`config.mk`:
```
export PLATFORM = sky130hd
export DESIGN_NAME = passive_security_fsm_flat
export DESIGN_NICKNAME = d
export VERILOG_FILES = /design/src/rtl/passive_security_fsm_if.sv /design/src/rtl/passive_security_fsm.sv /design/src/flat_wrapper.sv
export SDC_FILE = /design/constraint.sdc
export NUM_CORES = 1
export LEC_CHECK = 0
export CAP_MARGIN = 20
export CORE_MARGIN = 5
export CORE_UTILIZATION = 55
export DETAILED_ROUTE_END_ITERATION = 10
export HOLD_SLACK_MARGIN = 0.15
export PLACE_DENSITY = 0.78
export SYNTH_ARGS = -nofsm -noshare
export SYNTH_HDL_FRONTEND = slang
export SYNTH_SLANG_ARGS = --single-unit
```
`constraint.sdc`:
```
create_clock -name clk -period 2.5 [get_ports clk]
set_input_delay 0.75 -clock clk [delete_from_list [all_inputs] [get_ports clk]]
set_output_delay 0.75 -clock clk [all_outputs]
set_load 0.01 [all_outputs]
```
`src/rtl/passive_security_fsm_if.sv`:
```
// Vehicle status signs in, chime/siren/state out, between the stimulus
// generator (master) and the passive security controller (slave).
interface passive_security_fsm_if;
    logic       CarLightsOnSign;
    logic       OpenDoorSign;
    logic       IgnitionSignalOn;
    logic       PassiveSignal_b;
    logic       PassiveSignal_s;
    logic [2:0] SecState;

    modport master (
        output CarLightsOnSign,
        output OpenDoorSign,
        output IgnitionSignalOn,
        input  PassiveSignal_b,
        input  PassiveSignal_s,
        input  SecState
    );

    modport slave (
        input  CarLightsOnSign,
        input  OpenDoorSign,
        input  IgnitionSignalOn,
        output PassiveSignal_b,
        output PassiveSignal_s,
        output SecState
    );
endinterface

```
`src/rtl/passive_security_fsm.sv`:
```
// Passive car-security controller: debounces lights/door/ignition and runs the
// arm/entry/alarm state machine driving the chime and siren.
module passive_security_fsm #(
    parameter int DEB_CYCLES   = 2,
    parameter int ARM_DELAY    = 8,
    parameter int ENTRY_DELAY  = 6,
    parameter int ALARM_CYCLES = 16,
    parameter int CHIME_HALF   = 2,
    parameter int TW           = 8
) (
    input  logic                   clk,
    input  logic                   reset,
    passive_security_fsm_if.slave  bus
);

    typedef enum logic [2:0] {
        DISARMED = 3'd0,
        ARMING   = 3'd1,
        ARMED    = 3'd2,
        ENTRY    = 3'd3,
        ALARM    = 3'd4
    } secState_t;

    localparam int LIGHTS = 0;
    localparam int DOOR   = 1;
    localparam int IGN    = 2;

    localparam logic [TW-1:0] DEB_LAST   = TW'(DEB_CYCLES - 1);
    localparam logic [TW-1:0] ARM_LAST   = TW'(ARM_DELAY - 1);
    localparam logic [TW-1:0] ENTRY_LAST = TW'(ENTRY_DELAY - 1);
    localparam logic [TW-1:0] ALARM_LAST = TW'(ALARM_CYCLES - 1);
    localparam logic [TW-1:0] CHIME_LAST = TW'(CHIME_HALF - 1);

    logic [2:0]    rawSign;
    logic [2:0]    filtSign;
    logic [2:0]    filtNext;
    logic [TW-1:0] debCnt     [3];
    logic [TW-1:0] debCntNext [3];

    secState_t     state;
    secState_t     nextState;
    logic [TW-1:0] timer;
    logic [TW-1:0] timerNext;

    logic          chimePhase;
    logic          phaseNext;
    logic [TW-1:0] chimeCnt;
    logic [TW-1:0] chimeCntNext;
    logic          chimeOn;
    logic          chimeCondNext;
    logic          bReg;
    logic          sReg;
    logic          bNext;
    logic          sNext;

    assign rawSign = {bus.IgnitionSignalOn, bus.OpenDoorSign, bus.CarLightsOnSign};

    // Filtered bit flips only after DEB_CYCLES consecutive disagreeing samples.
    always_comb begin
        for (int i = 0; i < 3; i++) begin
            filtNext[i]   = filtSign[i];
            debCntNext[i] = '0;
            if (rawSign[i] != filtSign[i]) begin
                if (debCnt[i] == DEB_LAST) begin
                    filtNext[i] = rawSign[i];
                end else begin
                    debCntNext[i] = debCnt[i] + TW'(1);
                end
            end
        end
    end

    always_ff @(posedge clk) begin
        if (reset) begin
            filtSign <= '0;
            debCnt   <= '{default: '0};
        end else begin
            filtSign <= filtNext;
            debCnt   <= debCntNext;
        end
    end

    always_ff @(posedge clk) begin
        if (reset) begin
            state      <= DISARMED;
            timer      <= '0;
            chimePhase <= 1'b0;
            chimeCnt   <= '0;
            bReg       <= 1'b0;
            sReg       <= 1'b0;
        end else begin
            state      <= nextState;
            timer      <= timerNext;
            chimePhase <= phaseNext;
            chimeCnt   <= chimeCntNext;
            bReg       <= bNext;
            sReg       <= sNext;
        end
    end

    // Abort/ignition checks come first so they beat a coincident timeout.
    always_comb begin
        nextState = state;
        case (state)
            DISARMED: if (!filtSign[IGN] && !filtSign[DOOR]) nextState = ARMING;
            ARMING: begin
                if (filtSign[IGN] || filtSign[DOOR]) nextState = DISARMED;
                else if (timer == ARM_LAST)          nextState = ARMED;
            end
            ARMED: begin
                if (filtSign[DOOR])     nextState = ENTRY;
                else if (filtSign[IGN]) nextState = ALARM;
            end
            ENTRY: begin
                if (filtSign[IGN])             nextState = DISARMED;
                else if (timer == ENTRY_LAST)  nextState = ALARM;
            end
            ALARM:   if (timer == ALARM_LAST) nextState = ARMED;
            default: nextState = DISARMED;
        endcase
        timerNext = (nextState != state) ? '0 : timer + TW'(1);
    end

    // Outputs are computed from post-edge values so they line up with SecState.
    always_comb begin
        chimeOn       = (state == DISARMED) && filtSign[DOOR]
                        && (filtSign[IGN] || filtSign[LIGHTS]);
        chimeCondNext = (nextState == DISARMED) && filtNext[DOOR]
                        && (filtNext[IGN] || filtNext[LIGHTS]);
        phaseNext     = 1'b0;
        chimeCntNext  = '0;
        if (chimeCondNext && chimeOn) begin
            if (chimeCnt == CHIME_LAST) begin
                phaseNext = ~chimePhase;
            end else begin
                phaseNext    = chimePhase;
                chimeCntNext = chimeCnt + TW'(1);
            end
        end
        bNext = (nextState == ENTRY) || (chimeCondNext && phaseNext);
        sNext = (nextState == ALARM);
    end

    assign bus.PassiveSignal_b = bReg;
    assign bus.PassiveSignal_s = sReg;
    assign bus.SecState        = state;

endmodule

```
`src/flat_wrapper.sv`:
```
// flat-port wrapper written by rule: the top's interface ports become plain ports
module passive_security_fsm_flat 
#(
    parameter int DEB_CYCLES   = 2,
    parameter int ARM_DELAY    = 8,
    parameter int ENTRY_DELAY  = 6,
    parameter int ALARM_CYCLES = 16,
    parameter int CHIME_HALF   = 2,
    parameter int TW           = 8
)
  (clk, reset, bus_CarLightsOnSign, bus_OpenDoorSign, bus_IgnitionSignalOn, bus_PassiveSignal_b, bus_PassiveSignal_s, bus_SecState);
  passive_security_fsm_if bus_i ();
  input  logic clk;
  input  logic reset;
  input wire logic [$bits(bus_i.CarLightsOnSign)-1:0] bus_CarLightsOnSign;
  input wire logic [$bits(bus_i.OpenDoorSign)-1:0] bus_OpenDoorSign;
  input wire logic [$bits(bus_i.IgnitionSignalOn)-1:0] bus_IgnitionSignalOn;
  output wire logic [$bits(bus_i.PassiveSignal_b)-1:0] bus_PassiveSignal_b;
  output wire logic [$bits(bus_i.PassiveSignal_s)-1:0] bus_PassiveSignal_s;
  output wire logic [$bits(bus_i.SecState)-1:0] bus_SecState;
  assign bus_i.CarLightsOnSign = bus_CarLightsOnSign;
  assign bus_i.OpenDoorSign = bus_OpenDoorSign;
  assign bus_i.IgnitionSignalOn = bus_IgnitionSignalOn;
  assign bus_PassiveSignal_b = bus_i.PassiveSignal_b;
  assign bus_PassiveSignal_s = bus_i.PassiveSignal_s;
  assign bus_SecState = bus_i.SecState;
  passive_security_fsm #(.DEB_CYCLES(DEB_CYCLES), .ARM_DELAY(ARM_DELAY), .ENTRY_DELAY(ENTRY_DELAY), .ALARM_CYCLES(ALARM_CYCLES), .CHIME_HALF(CHIME_HALF), .TW(TW)) u_core (.clk(clk), .reset(reset), .bus(bus_i));
endmodule
```
==> results of run 1 <==
registers in the layout (all words and copies together) (netlist names):
register / cells
u_core.chimeCnt: 8
u_core.bus.PassiveSignal_s: 1
u_core.bus.PassiveSignal_b: 1
u_core.bus.SecState: 3
u_core.timer: 8
u_core.chimePhase: 1
u_core.debCnt: 24
u_core.filtSign: 3
layout by cell type (no fill, tap or decap), types with 7 or more instances in the layout:
cell             synthesis  layout
clkdlybuf4s50_1          0       9
inv_1                    7       7
nor3_1                   9       9
nand3_1                 19      19
xnor2_1                 18      18
nor2_1                  50      50
dfxtp_1                 49      49
xor2_1                  16      16
nand2_1                 10      10
ha_1                    10      10
and3_1                   8       8
stage by stage:
step / hold WS, ns / power, mW / area, µm² / utilization, %
after floorplan: 0.430 / 0.913 / 2210 / -
after global placement: 0.445 / 0.944 / 2340 / 59.3
after detailed placement: 0.453 / 0.947 / 2340 / 59.3
after CTS: 0.472 / 1.38 / 2420 / 61.4
after global routing: 0.511 / 1.44 / 2420 / 61.4
final: 0.469 / 1.36 / 2420 / 61.4
power by group through the flow:
| stage | logic (mW) | registers (mW) | clock network, mW |
|---|---|---|---|
| after floorplan | 0.0816 | 0.831 | 0 |
| after global placement | 0.111 | 0.834 | 0 |
| after detailed placement | 0.112 | 0.835 | 0 |
| after CTS | 0.113 | 0.816 | 0.451 |
| after global routing | 0.127 | 0.819 | 0.489 |
| final | 0.110 | 0.816 | 0.434 |
routing by layer:
metal / GRT usage (%) / vias to the layer above / wire length, µm / part of all wire (%)
li1: - / 827 / - / -
met1: 19.2 / 715 / 1690 / 50
met2: 24.7 / 17 / 1550 / 45
met3: 4.92 / 7 / 118 / 3.4
met4: 5.43 / 0 / 62 / 1.8
met5: 0 / - / 0 / 0
cells by family after synthesis:
logic type,Yosys count,share of synthesized area (%)
adders and majority gates,10,5.66
buffers and inverters,13,2.66
muxes,3,1.47
AOI/OAI and AO/OA,18,7.07
and+or+nand+nor,113,25.3
DFF,49,44.4
xor gates and xnor gates,34,13.5
final timing paths:
path                            slack (ns)                                     to                         startpoint  depth (start not counted)
worst min-delay path                  0.47            u_core.debCnt[8]$_SDFF_PP0_        u_core.debCnt[8]$_SDFF_PP0_                          1
worst min register to register        0.47            u_core.debCnt[8]$_SDFF_PP0_        u_core.debCnt[8]$_SDFF_PP0_                          1
worst max register to register        0.47  u_core.bus.PassiveSignal_b$_SDFF_PP0_        u_core.debCnt[8]$_SDFF_PP0_                          6
worst max-delay path                  0.25                        bus_SecState[1]  u_core.bus.SecState[1]$_SDFF_PP0_                          1
final cells by class:
| type | count | area (µm²) |
|---|---|---|
| fillers | 332 | 1520 |
| multi-input cells | 178 | 1170 |
| flip-flops and latches | 49 | 981 |
| repair buffers | 10 | 97.6 |
| clock buffers | 6 | 72.6 |
| well taps | 50 | 62.6 |
| inverters | 7 | 26.3 |
| clock inverters | 2 | 10.0 |
==> run_results.csv, run 1 <==
group,metric,value,unit
sta,period_share,89.8,%
placed_design,place_ws,0.112,ns
critical_path,critical_path_required,1.75,ns
critical_path,crit_chain,"clkdlybuf4s50_1",
routing,wl,3.42,mm
logic_synthesis,synth_nets,255,
logic_synthesis,ys_types,42,
sta,tns,0,ns
critical_path,cp_data_arrival_time,1.50,ns
logic_synthesis,synth_edf_count,0,
layout,area_growth_syn_to_layout,9.51,%
routing,post-route-drc-count,0,
logic_synthesis,synthCells,240,
floorplan,die_x,73.4,µm
clock_tree,cts.htree.levels,2,
pwr,p_sw_share,23.5,%
job,drv_cap,0,
clock_tree,cts_hold_buf,0,
logic_synthesis,synth_most_common_cell,"nor2_1",
placed_design,io_buffers,9,
critical_path,endpoint_kind,"primary output",
logic_synthesis,syn_area,2210,µm²
pwr,p_leak,0.864,nW
floorplan,io_pins,10,
floorplan,initial_utilization,56.1,%
pwr,switching_power,0.320,mW
sta,max_freq,445,MHz
routing,ant_nets,0,
grt,grt_pass1_wl,6.44,mm
logic_synthesis,synth-main-ff-cell,"dfxtp_1",
sta,rsz0062_at_grt,"no",
critical_path,cp_slowest_cell,"clkdlybuf4s50_1",
clock_tree,numCtsBuffers,5,
layout,stdcell_count,302,
pwr,vdd_ir_drop_max,0.379,mV
logic_synthesis,synth.top_cell.area_share,44.4,%
grt,grt_max_degree,15,
sta,layout_setup_ws,0.254,ns
logic_synthesis,synth_area_per_cell,9.21,µm²
logic_synthesis,synth_async_sr_flop_share,0,%
pwr,power_density,562,nW/µm²
logic_synthesis,synth_top_area_cell,"dfxtp_1",
min_path,hold_class,"reg -> reg",
critical_path,cp_num_buf_inv,1,
layout,diodes,0,
sta,hold_violations,0,
critical_path,path_delay_family,"buffers and inverters",
grt,grt_remaining_overflow,0,
routing,route.vias.total,1566,
clock_tree,cts_tree,"built",
floorplan,die_h,73.4,µm
clock_tree,post_cts_buffers,0,
logic_synthesis,ys_ff_latch,49,
sta,slew_headroom,63.7,%
grt,grt_pass1_vias,1537,
sta,min_period,2.25,ns
critical_path,cpPeakStageDelay,0.62,ns
critical_path,cp-start-kind,"flop",
routing,drt-wirelength-per-cell,11.3,µm
sta,worst_pin_slew,0.538,ns
placed_design,place_congestion,0.818,
clock_tree,clock-sinks,49,
clock_tree,cts_resized,0,
critical_path,crit_fanout,11,
clock_tree,insertion_delay,0.30,ns
floorplan,num_rows,23,
logic_synthesis,yosys_warnings,0,
layout,fin_nets,266,
status,status,"finished clean",
logic_synthesis,synthTopCellsByArea,"dfxtp_1 44%, nor2_1 8.5%, xnor2_1 7.1%",
clock_tree,root_buffer,"clkbuf_8",
placed_design,hpwlAfterDp,2.56,mm
placed_design,post-place-cells,294,
clock_tree,clkSlewWorstSetupHoldPaths,0.08,ns
pwr,seqPwrFrac,60.0,%
clock_tree,cts.path.max_buffers,2,
pwr,p_int,1.04,mW
critical_path,crit_type,"reg -> out",
routing,drtPass1Iterations,4,
grt,grtUsageTotal,15.3,%
routing,vias_per_cell,5.19,
logic_synthesis,yosysSeqAreaShare,44.4,%
logic_synthesis,synth.top_cells.by_count,"50 x nor2_1, 49 x dfxtp_1, 19 x nand3_1, 18 x xnor2_1, 16 x xor2_1",
sta,fin_skew,0.00487,ns
pwr,pwr-share-clk,31.9,%
grt,antenna_found_initial,0,
layout,drive_above_1_share,8.33,%
floorplan,fp.coreArea,3940,µm²
routing,first_iter_violations,60,
sta,maxSlewViolCount,0,
floorplan,die_area,5390,µm²
pwr,power_frac_comb,8.1,%
sta,setup_viol,0,
Power figures use the tool's default switching activity.
==> run 2, diff against run 1 <==
--- a/config.mk
+++ b/config.mk
@@ -14,3 +14,4 @@
 export SYNTH_ARGS = -nofsm -noshare
 export SYNTH_HDL_FRONTEND = slang
 export SYNTH_SLANG_ARGS = --single-unit
+export TNS_END_PERCENT = 10
==> results of run 2 <==
No change in the layout: final DEF, timing and power equal those of run 1.
